$ cat src/rtl/fetch_unit.sv
// Instruction fetch stage: one outstanding memory request, a 2-entry output queue
// toward IF/ID, and redirect handling that drains an in-flight request before refetching.
module fetch_unit #(
   parameter logic [31:0] RESET_PC = 32'h0000_0000
) (
   input  logic        clk_i,
   input  logic        rst_i,
   input  logic        redirect_i,
   input  logic [31:0] redirect_pc_i,
   output logic        imem_req_o,
   output logic [31:0] imem_addr_o,
   input  logic        imem_ack_i,
   input  logic [31:0] imem_rdata_i,
   output logic        out_valid_o,
   input  logic        out_ready_i,
   output logic [31:0] address_o,
   output logic [31:0] instr_o,
   output logic [31:0] pc_add4_o
);

   typedef enum logic {RUN, DRAIN} mode_e;

   mode_e       mode_q, mode_d;
   logic [31:0] pc_q, pc_d;
   logic [31:0] tgt_q, tgt_d;
   logic        req_q, req_d;
   logic [1:0]  cnt_q, cnt_d;
   logic        hd_q, hd_d;

   logic [31:0] ent_pc_q  [2];
   logic [31:0] ent_ins_q [2];
   logic [31:0] ent_nx_q  [2];

   logic        ack;
   logic        pop;
   logic        push;
   logic        wr_idx;
   logic [31:0] target;

   assign ack    = req_q & imem_ack_i;
   assign pop    = (cnt_q != 2'd0) & out_ready_i;
   assign target = {redirect_pc_i[31:2], 2'b00};
   assign wr_idx = hd_q ^ cnt_q[0];

   always_comb begin
      mode_d = mode_q;
      pc_d   = pc_q;
      tgt_d  = tgt_q;
      req_d  = req_q;
      cnt_d  = cnt_q;
      hd_d   = hd_q;
      push   = 1'b0;
      case (mode_q)
         RUN: begin
            if (redirect_i) begin
               cnt_d = 2'd0;
               if (!req_q || ack) begin
                  pc_d  = target;
                  req_d = 1'b1;
               end else begin
                  tgt_d  = target;
                  mode_d = DRAIN;
               end
            end else begin
               push  = ack;
               cnt_d = cnt_q + {1'b0, push} - {1'b0, pop};
               hd_d  = pop ? ~hd_q : hd_q;
               if (ack) pc_d = pc_q + 32'd4;
               // An unanswered request must stay up; a new one is issued only while a slot is free.
               req_d = (req_q && !ack) || (cnt_d != 2'd2);
            end
         end
         DRAIN: begin
            if (ack) begin
               pc_d   = redirect_i ? target : tgt_q;
               req_d  = 1'b1;
               mode_d = RUN;
            end else if (redirect_i) begin
               tgt_d = target;
            end
         end
         default: mode_d = RUN;
      endcase
   end

   always_ff @(posedge clk_i or negedge rst_i) begin
      if (!rst_i) begin
         mode_q <= RUN;
         pc_q   <= RESET_PC;
         tgt_q  <= 32'd0;
         req_q  <= 1'b0;
         cnt_q  <= 2'd0;
         hd_q   <= 1'b0;
      end else begin
         mode_q <= mode_d;
         pc_q   <= pc_d;
         tgt_q  <= tgt_d;
         req_q  <= req_d;
         cnt_q  <= cnt_d;
         hd_q   <= hd_d;
      end
   end

   // Queue payload carries no reset; validity is tracked solely by cnt_q.
   always_ff @(posedge clk_i) begin
      if (push) begin
         ent_pc_q[wr_idx]  <= pc_q;
         ent_ins_q[wr_idx] <= imem_rdata_i;
         ent_nx_q[wr_idx]  <= pc_q + 32'd4;
      end
   end

   assign imem_req_o  = req_q;
   assign imem_addr_o = pc_q;
   assign out_valid_o = (cnt_q != 2'd0);
   assign address_o   = out_valid_o ? ent_pc_q[hd_q]  : 32'd0;
   assign instr_o     = out_valid_o ? ent_ins_q[hd_q] : 32'd0;
   assign pc_add4_o   = out_valid_o ? ent_nx_q[hd_q]  : 32'd0;

endmodule
$ cat config.mk
export PLATFORM = sky130hd
export DESIGN_NAME = fetch_unit
export DESIGN_NICKNAME = d
export VERILOG_FILES = /design/src/rtl/fetch_unit.sv
export SDC_FILE = /design/constraint.sdc
export NUM_CORES = 1
export LEC_CHECK = 0
export CAP_MARGIN = 20
export CORE_MARGIN = 2
export CORE_UTILIZATION = 35
export CTS_CLUSTER_DIAMETER = 50
export CTS_CLUSTER_SIZE = 25
export DETAILED_ROUTE_END_ITERATION = 8
export GPL_TIMING_DRIVEN = 0
export MAX_ROUTING_LAYER = met4
export PLACE_DENSITY_LB_ADDON = 0.3
export RECOVER_POWER = 100
export REMOVE_ABC_BUFFERS = 1
export SLEW_MARGIN = 20
export SYNTH_ARGS = -nofsm -noshare
export SYNTH_HDL_FRONTEND = slang
export SYNTH_SLANG_ARGS = --single-unit
$ cat constraint.sdc
create_clock -name clk_i -period 12.3 [get_ports clk_i]
set_clock_uncertainty 0.1 [all_clocks]
set_input_delay 3.69 -clock clk_i [delete_from_list [all_inputs] [get_ports clk_i]]
set_output_delay 3.69 -clock clk_i [all_outputs]
set_load 0.02 [all_outputs]
==> insert_results.sql <==
INSERT INTO impl_metrics (metric_group, metric, value, unit) VALUES
('placement', 'place_congestion', '0.763', ''),
('sta', 'report.final.setup_viol', '0', ''),
('layout', 'signed_area_change_from_the_synthesized_netlist_to_the_final_layout', '32.3', '%'),
('clocking', 'cts_root_buffer', 'clkbuf_16', ''),
('placement', 'detailed_place_hpwl', '19.3', 'mm'),
('placement', 'place.detailed.instances', '1423', ''),
('worst_setup_path', 'worst-r2r-setup-slack', '7.83', 'ns'),
('run_status', 'outcome', 'finished, violations left', ''),
('flow_run', 'cap_viol_max_count', '6', ''),
('sta', 'layout_setup_ws', '3.44', 'ns'),
('synthesis', 'synth_top_cell_by_area', 'edfxtp_1', ''),
('worst_setup_path', 'crit-reg2reg-capture', 'imem_req_o', ''),
('sta', 'grt_setup_unrepaired', 'false', ''),
('synthesis', 'synth_top_area_share', '50.2', '%'),
('die', 'fp.dieW', '183', 'um'),
('worst_setup_path', 'worst-setup-path-type', 'reg -> out', ''),
('routing', 'drtAntennaViolNets', '0', ''),
('die', 'fp.dieH', '183', 'um'),
('clocking', 'cts_setup_buffers', '0', ''),
('die', 'placeableCoreArea', '31600', 'um2'),
('die', 'fp-row-count', '65', ''),
('synthesis', 'synthesis.area_per_instance', '13.3', 'um2'),
('clocking', 'postCtsResizedCells', '0', ''),
('clocking', 'cts.htree.levels', '2', ''),
('routing', 'detailroute.via_count', '7653', ''),
('worst_setup_path', 'cp_data_arrival_time', '5.07', 'ns'),
('synthesis', 'ys.warnings.count', '0', ''),
('clocking', 'clk_pin_slew', '0.05', 'ns'),
('worst_setup_path', 'critPathRequiredTime', '8.51', 'ns'),
('global_routing', 'grt_overflow_total', '0', ''),
('synthesis', 'synth_area', '11200', 'um2'),
('clocking', 'number_of_buffers_created_by_cts', '35', ''),
('sta', 'hold_slack', '0.396', 'ns'),
('routing', 'post_detailed_routing_wire_length', '28.4', 'mm'),
('pwr', 'leakage_power', '0.00566', 'uW'),
('min_path', 'hp-start', 'tgt_q[0]', ''),
('sta', 'drv_slew', '154', ''),
('synthesis', 'synth.top_cells.by_area', 'edfxtp_1, dfrtp_1, mux2i_1', ''),
('global_routing', 'vias_in_the_first_global_route', '7833', ''),
('sta', 'tightestPinTransition', '2.81', 'ns'),
('pwr', 'power_density', '264', 'nW/um2'),
('worst_setup_path', 'critical_path.startpoint_type', 'flip-flop', ''),
('synthesis', 'synth_edf_count', '188', ''),
('sta', 'report.final.hold_viol_count', '0', ''),
('min_path', 'type_of_the_most_critical_hold_path', 'reg -> reg', ''),
('synthesis', 'synth-main-ff-cell', 'edfxtp_1', ''),
('global_routing', 'grt_start_max_net_pins', '39', ''),
('die', 'die_area', '33600', 'um2'),
('routing', 'drt_first_pass_iters', '5', ''),
('sta', 'clock.fmax', '113', 'MHz'),
('placement', 'place_ws', '5.87', 'ns'),
('routing', 'drt_iter0_drc', '343', ''),
('die', 'initial_standard_cell_utilization_of_the_core', '35.5', '%'),
('run_status', 'failed_checks', 'max-capacitance violations, max-slew violations', ''),
('min_path', 'worstHoldEndpoint', 'tgt_q[0]', ''),
('min_path', 'timing.hold.worst_path_depth', '1', ''),
('clocking', 'worst_skew_pair_latency', '0.50', 'ns'),
('sta', 'final.period_utilization', '72.0', '%'),
('layout', 'layout.nets', '1131', ''),
('clocking', 'cts.path.max_buffers', '3', ''),
('sta', 'max-slew-margin-rel', '-89.4', '%'),
('pwr', 'power.ir.vdd_worst', '145', 'uV'),
('worst_setup_path', 'reg2reg_from', 'cnt_q[1]', ''),
('synthesis', 'synth_most_common_cell', 'edfxtp_1', ''),
('clocking', 'hold_buffers', '0', ''),
('placement', 'io_buffer_count', '196', ''),
('clocking', 'cts_tree', 'built', ''),
('worst_setup_path', 'critical_path_peak_fanout', '29', ''),
('global_routing', 'global_router_s_overall_resource_usage', '17.5', '%'),
('synthesis', 'async_reset_ff_share', '26.8', '%'),
('routing', 'viasPerCell', '5.14', '');
per-stage QoR:
| step | instance area [um2] | total power, uW |
|---|---|---|
| after floorplan | 11000 | 2340 |
| after global placement | 13500 | 3100 |
| after detailed placement | 14000 | 3090 |
| after CTS | 15200 | 4130 |
| final | 14900 | 3920 |
| after global routing | 14900 | 4140 |
placed cells by master, fill, tap and decap left out, types with 8 or more instances in the layout:
cell type / instances
edfxtp_1: 188
dlygate4sd3_1: 159
nor2_1: 113
mux2i_1: 105
dfrtp_1: 67
nand2_1: 40
clkbuf_1: 39
clkbuf_16: 37
clkdlybuf4s50_1: 35
mux2_2: 30
o21ai_0: 22
xnor2_1: 19
a22o_1: 19
nand3_1: 18
nand4_1: 16
a21oi_1: 15
inv_1: 14
o211ai_1: 14
nor4_1: 13
nor3_1: 12
xor2_1: 12
o2bb2ai_1: 8
how the worst max path moves through the flow:
stage	start	cells after the start	slack, ns	endpoint
2_1_floorplan	redirect_i	2	0.53	ent_ins_q[1][0]
3_3_place_gp	redirect_i	3	-6.62	ent_ins_q[1][9]
3_5_place_dp	imem_ack_i	6	5.87	ent_ins_q[0][9]
4_1_cts	cnt_q[1]	5	5.84	instr_o[4]
5_1_grt	cnt_q[1]	5	2.95	instr_o[30]
6_report	cnt_q[1]	5	3.44	instr_o[4]
final cells by class:
class,count,area [um2]
fillers,2848,16800
flip-flops and latches,257,7380
multi-input cells,516,3580
repair buffers,235,2170
clock buffers,40,937
well taps,402,503
clock inverters,23,249
inverters,14,52.6
diodes,1,2.50
registers in the layout (all words and copies together) (netlist names):
name	cells
ent_ins_q	64
ent_nx_q	62
ent_pc_q	62
imem_addr_o	32
tgt_q	32
cnt_q	2
hd_q	1
imem_req_o	1
mode_q	1
logic make-up (layout without fill, tap and decap cells):
group                      after synthesis  after routing  share of synthesized area [%]
xor gates and xnor gates                31             31                           2.41
muxes                                  135            135                           12.4
DFF                                    257            257                           65.6
other                                    0              1                              0
and+or+nand+nor                        241            241                           10.1
adders and majority gates                3              3                          0.334
AOI/OAI and AO/OA                      106            106                           6.80
buffers and inverters                   70            312                           2.48
report_power, final:
part	switching, uW	total [uW]	internal (uW)
Clock	381	1020	638
Combinational	851	1470	623
Sequential	214	1430	1210
Total	1450	3920	2480
metal layers:
layer  track usage (%)  vias to the layer above  wire length (um)
met1              22.5                     3773             12600
met5                 -                        -                 0
met4              4.99                        0               516
li1                  -                     3596                 -
met3              3.34                       39              1680
met2              28.2                      245             13700
worst max-delay path: stages (launching register included):
cell and delay [ns]:
dfrtp_1 0.42, nor2_1 1.30, clkbuf_1 0.93, clkbuf_1 1.04
nor2_1 0.13, dlygate4sd3_1 0.72
Note: power is estimated with default switching activity, not from simulation.
